`src/rtl/fifo_arb_pkg.sv`:
```
// fifo_arb_pkg: state encoding and default sizing shared by the FIFO write arbiter.
package fifo_arb_pkg;
  localparam logic ST_IDLE  = 1'b0;
  localparam logic ST_BURST = 1'b1;
  typedef enum logic {IDLE = ST_IDLE, BURST = ST_BURST} state_t;
  localparam int DEF_NREQ      = 4;
  localparam int DEF_DW        = 8;
  localparam int DEF_MAX_BURST = 8;
endpackage

```
`src/rtl/fifo_wr_arbiter_rr_pick.sv`:
```
// rr_pick: rotating-priority picker, first requester at or after i_rr_ptr wins.
module rr_pick
  import fifo_arb_pkg::*;
#(
  parameter int NREQ = DEF_NREQ
) (
  input  logic [NREQ-1:0]         i_req,
  input  logic [$clog2(NREQ)-1:0] i_rr_ptr,
  output logic                    o_valid,
  output logic [$clog2(NREQ)-1:0] o_idx
);
  localparam int IW = $clog2(NREQ);
  logic [IW-1:0] w_j;
  assign o_valid = |i_req;
  // Scan from farthest to nearest so the candidate closest to the pointer is kept.
  always_comb begin
    o_idx = '0;
    w_j = '0;
    for (int k = NREQ - 1; k >= 0; k--) begin
      w_j = IW'((int'(i_rr_ptr) + k) % NREQ);
      if (i_req[w_j]) o_idx = w_j;
    end
  end
endmodule

```
`src/rtl/fifo_wr_arbiter.sv`:
```
// fifo_wr_arbiter: round-robin burst arbiter sharing one FIFO write port among NREQ requesters.
module fifo_wr_arbiter
  import fifo_arb_pkg::*;
#(
  parameter int NREQ      = DEF_NREQ,
  parameter int DW        = DEF_DW,
  parameter int MAX_BURST = DEF_MAX_BURST
) (
  input  logic                    i_clk,
  input  logic                    i_rst_n,
  input  logic [NREQ-1:0]         i_req,
  input  logic [NREQ*DW-1:0]      i_wdata,
  input  logic [NREQ-1:0]         i_last,
  input  logic                    i_fifo_full,
  output logic [NREQ-1:0]         o_gnt,
  output logic [NREQ-1:0]         o_ack,
  output logic                    o_fifo_wr_en,
  output logic [DW-1:0]           o_fifo_wdata,
  output logic [$clog2(NREQ)-1:0] o_owner,
  output logic                    o_busy
);
  localparam int IW = $clog2(NREQ);
  localparam int BW = (MAX_BURST > 1) ? $clog2(MAX_BURST) : 1;
  state_t        r_state, w_state_nx;
  logic [NREQ-1:0] r_gnt, w_gnt_nx;
  logic [IW-1:0] r_owner, w_owner_nx, r_rr_ptr, w_rr_nx, w_pick_idx;
  logic [BW-1:0] r_beat_cnt, w_cnt_nx;
  logic          w_pick_valid, w_ack, w_end;

  rr_pick #(.NREQ(NREQ)) u_pick (
    .i_req    (i_req),
    .i_rr_ptr (r_rr_ptr),
    .o_valid  (w_pick_valid),
    .o_idx    (w_pick_idx)
  );

  assign w_ack = (r_state == BURST) && i_req[r_owner] && !i_fifo_full;
  // A burst ends on the owner's last beat, on the beat cap, or when the owner withdraws.
  assign w_end = (r_state == BURST) && (!i_req[r_owner] ||
                 (w_ack && (i_last[r_owner] || r_beat_cnt == BW'(MAX_BURST - 1))));

  always_comb begin
    w_state_nx = r_state;
    w_gnt_nx   = r_gnt;
    w_owner_nx = r_owner;
    w_rr_nx    = r_rr_ptr;
    w_cnt_nx   = r_beat_cnt;
    if (r_state == IDLE && w_pick_valid) begin
      w_state_nx = BURST;
      w_gnt_nx   = NREQ'(1) << w_pick_idx;
      w_owner_nx = w_pick_idx;
      w_cnt_nx   = '0;
    end else if (w_end) begin
      w_state_nx = IDLE;
      w_gnt_nx   = '0;
      w_cnt_nx   = '0;
      w_rr_nx    = (r_owner == IW'(NREQ - 1)) ? '0 : r_owner + 1'b1;
    end else if (w_ack) begin
      w_cnt_nx   = r_beat_cnt + 1'b1;
    end
  end

  always_ff @(posedge i_clk) begin
    if (!i_rst_n) begin
      r_state    <= IDLE;
      r_gnt      <= '0;
      r_owner    <= '0;
      r_rr_ptr   <= '0;
      r_beat_cnt <= '0;
    end else begin
      r_state    <= w_state_nx;
      r_gnt      <= w_gnt_nx;
      r_owner    <= w_owner_nx;
      r_rr_ptr   <= w_rr_nx;
      r_beat_cnt <= w_cnt_nx;
    end
  end

  assign o_gnt        = r_gnt;
  assign o_ack        = r_gnt & {NREQ{w_ack}};
  assign o_fifo_wr_en = |o_ack;
  assign o_fifo_wdata = (|r_gnt) ? i_wdata[r_owner*DW +: DW] : '0;
  assign o_owner      = r_owner;
  assign o_busy       = (r_state == BURST);
endmodule

```
`config.mk`:
```
export PLATFORM = sky130hd
export DESIGN_NAME = fifo_wr_arbiter
export DESIGN_NICKNAME = d
export VERILOG_FILES = /design/src/rtl/fifo_arb_pkg.sv /design/src/rtl/fifo_wr_arbiter_rr_pick.sv /design/src/rtl/fifo_wr_arbiter.sv
export SDC_FILE = /design/constraint.sdc
export NUM_CORES = 1
export LEC_CHECK = 0
export BUFFER_PORTS_ARGS = -buffer_cell sky130_fd_sc_hd__buf_2
export CORE_AREA = 2 2 51 53
export CTS_CLUSTER_DIAMETER = 40
export CTS_CLUSTER_SIZE = 30
export DETAILED_ROUTE_END_ITERATION = 6
export DIE_AREA = 0 0 53 55
export GPL_ROUTABILITY_DRIVEN = 0
export PLACE_DENSITY = 0.84
export SKIP_CTS_REPAIR_TIMING = 1
export SYNTH_ARGS = -nofsm -noshare
export SYNTH_HDL_FRONTEND = slang
export SYNTH_SLANG_ARGS = --single-unit
```
`constraint.sdc`:
```
create_clock -name i_clk -period 1.9 [get_ports i_clk]
set_clock_uncertainty 0.15 [all_clocks]
set_input_delay 0.285 -clock i_clk [delete_from_list [all_inputs] [get_ports i_clk]]
set_output_delay 0.285 -clock i_clk [all_outputs]
set_load 0.01 [all_outputs]
```
==> qor.yml <==
area_growth_pct: 43.0
arrival_ps: 1610
grt_max_degree: 13
fp-row-count: 18
grt_pass1_vias: 900
synth_top_area_cell: "dfxtp_1"
routed_wl_um: 2740
reg2reg_depth: 6
min_path_type: "in -> reg"
clkLatencyLatePin_ps: 280
grt_pass1_wl_um: 3690
cts-root-buf: "clkbuf_4"
drc: 0
ioPinCount: 63
yosysUniqueCellTypes: 30
first_pass_iters: 4
setup_viol: 13
synth_edf_count: 0
antenna_left: 0
syn-num-nets: 146
drt_iter0_drc: 15
synth.area.top_cells: "dfxtp_1 25%, mux4_2 21%, mux2i_1 7.3%, nor2b_1 7.1%, and2_1 4.5%"
fmax_mhz: 489
tns_ps: -1500
worst_slew_pin_slew_ps: 395
cts_max_path_buffers: 2
die-area_um2: 2920
viasPerCell: 5.43
layout.nets: 213
synth_top_area_share: 0.249
synth_most_common_cell: "dfxtp_1"
ys.flop_type: "dfxtp_1"
die_h_um: 55
fin_ws_ps: -147
worstPathRequired_ps: 1460
worstReg2RegStart: "r_beat_cnt[0]"
num_vias: 1059
synthesis.area_um2: 963
relSlewSlack: 0.736
power_mw: 0.760
fp.dieW_um: 53
wl_per_cell_um: 14.0
drv_slew: 0
synth_common_cells: "12 x dfxtp_1, 11 x nor2b_1, 9 x mux4_2"
core-area_um2: 2360
p_leak_nw: 0.658
avgSynthCellArea_um2: 9.63
hold_violations: 0
async_flop_share: 0
cap_violations: 0
grt_overflow_total: 0
syn_inst: 100
whs_path_depth: 2
drive_gt1_frac: 0.539
clkSinkCount: 12
hold_end: "o_owner[0]"
yosys_warnings: 0
cp-end-kind: "primary output"
fin_crit_sh: 1.08
cts_tree: "yes"
hpwl_um: 2250
worstReg2RegEnd: "r_rr_ptr[0]"
htree_levels: 1
diodes: 0
outcome: "complete, but fails checks"
initial_core_util: 0.407
grtUsageTotal: 0.180
start_kind: "flop"
io_buffers: 62
period_needed_ps: 2050
p_per_area_nw_per_um2: 552
crit_type: "reg -> out"
max-vdd-ir-drop_mv: 0.441
yosysSeqAreaShare: 0.249
antenna_found_initial: 0
clk_pin_slew_worst_paths_ps: 70
ys_ff_latch: 12
cp_max_fo: 4
violations: "negative setup slack"
rrSetupSlack_ps: 30
rsz0062_at_grt: "yes"
numCtsBuffers: 3
min_from: "i_rst_n"
==> how the worst max path moves through the flow <==
stage	start	end	slack [ps]	cells past startpoint
final	o_owner[0]	o_ack[0]	-150	5
after global placement	i_req[3]	o_ack[3]	80	6
after global routing	o_owner[0]	o_ack[0]	-210	5
after CTS	o_owner[0]	o_ack[0]	-230	5
after floorplan	o_owner[0]	o_fifo_wdata[0]	80	3
after detailed placement	o_owner[0]	r_rr_ptr[0]	20	5
==> worst max-delay path, stage by stage, from the launching register on <==
cell and delay [ps]:
dfxtp_2 350, mux4_2 560, nand2_2 110, nor2_4 50, and2_4 150, buf_6 110
==> per-layer routing <==
| metal | GRT usage | part of all wire | vias to the layer above |
|---|---|---|---|
| met5 | 0 | 0 | - |
| met4 | 0.124 | 0.032 | 0 |
| met3 | 0.0376 | 0.13 | 11 |
| met2 | 0.327 | 0.45 | 68 |
| met1 | 0.186 | 0.39 | 468 |
| li1 | - | - | 512 |
==> area by class of cell <==
cell class / count / area (µm²)
Timing Repair Buffer: 67 / 360
Multi-Input combinational cell: 79 / 699
Tap cell: 30 / 37.5
Sequential cell: 12 / 243
Clock buffer: 3 / 22.5
Fill cell: 205 / 987
Inverter: 4 / 15.0
==> cells by family (layout without fill, tap and decap cells) <==
group,after synthesis,in the layout,synth area share
xor gates and xnor gates,1,1,0.00909
AOI/OAI and AO/OA,19,19,0.145
muxes,16,16,0.283
adders and majority gates,3,3,0.0390
buffers and inverters,9,74,0.0403
DFF,12,12,0.249
and+or+nand+nor,40,40,0.234
==> through the flow <==
stage	cell area [µm²]	setup slack (ps)	hold slack, ps	util	std cells
after global routing	1380	-205	196	0.583	195
after floorplan	966	76.7	306	-	100
after global placement	1330	81.3	328	0.560	192
after CTS	1350	-229	183	0.570	195
final	1380	-147	175	0.583	195
after detailed placement	1330	21.4	346	0.560	192
==> power breakdown <==
group          total (mW)  internal, mW  leakage [nW]  switching [mW]
clock network       0.158        0.0736        0.0138          0.0840
registers           0.289         0.268        0.0988          0.0208
logic               0.313         0.164         0.546           0.149
total               0.760         0.506         0.658           0.254
==> sequential cells by signal (all words and copies together), names as in the netlist <==
name and cells:
r_beat_cnt 3, o_busy 1, r_rr_ptr 2, o_gnt 4, o_owner 2
==> placed cells by master (no fill, tap or decap), drive strengths merged, types with 3 or more instances in the layout <==
| cell | instances |
|---|---|
| a221oi | 3 |
| and2 | 7 |
| buf | 67 |
| clkbuf | 3 |
| dfxtp | 12 |
| ha | 3 |
| inv | 4 |
| mux2i | 7 |
| mux4 | 9 |
| nand2 | 5 |
| nor2 | 4 |
| nor2b | 11 |
| nor3 | 4 |
| o21ai | 3 |
Note: power is estimated with default switching activity, not from simulation.
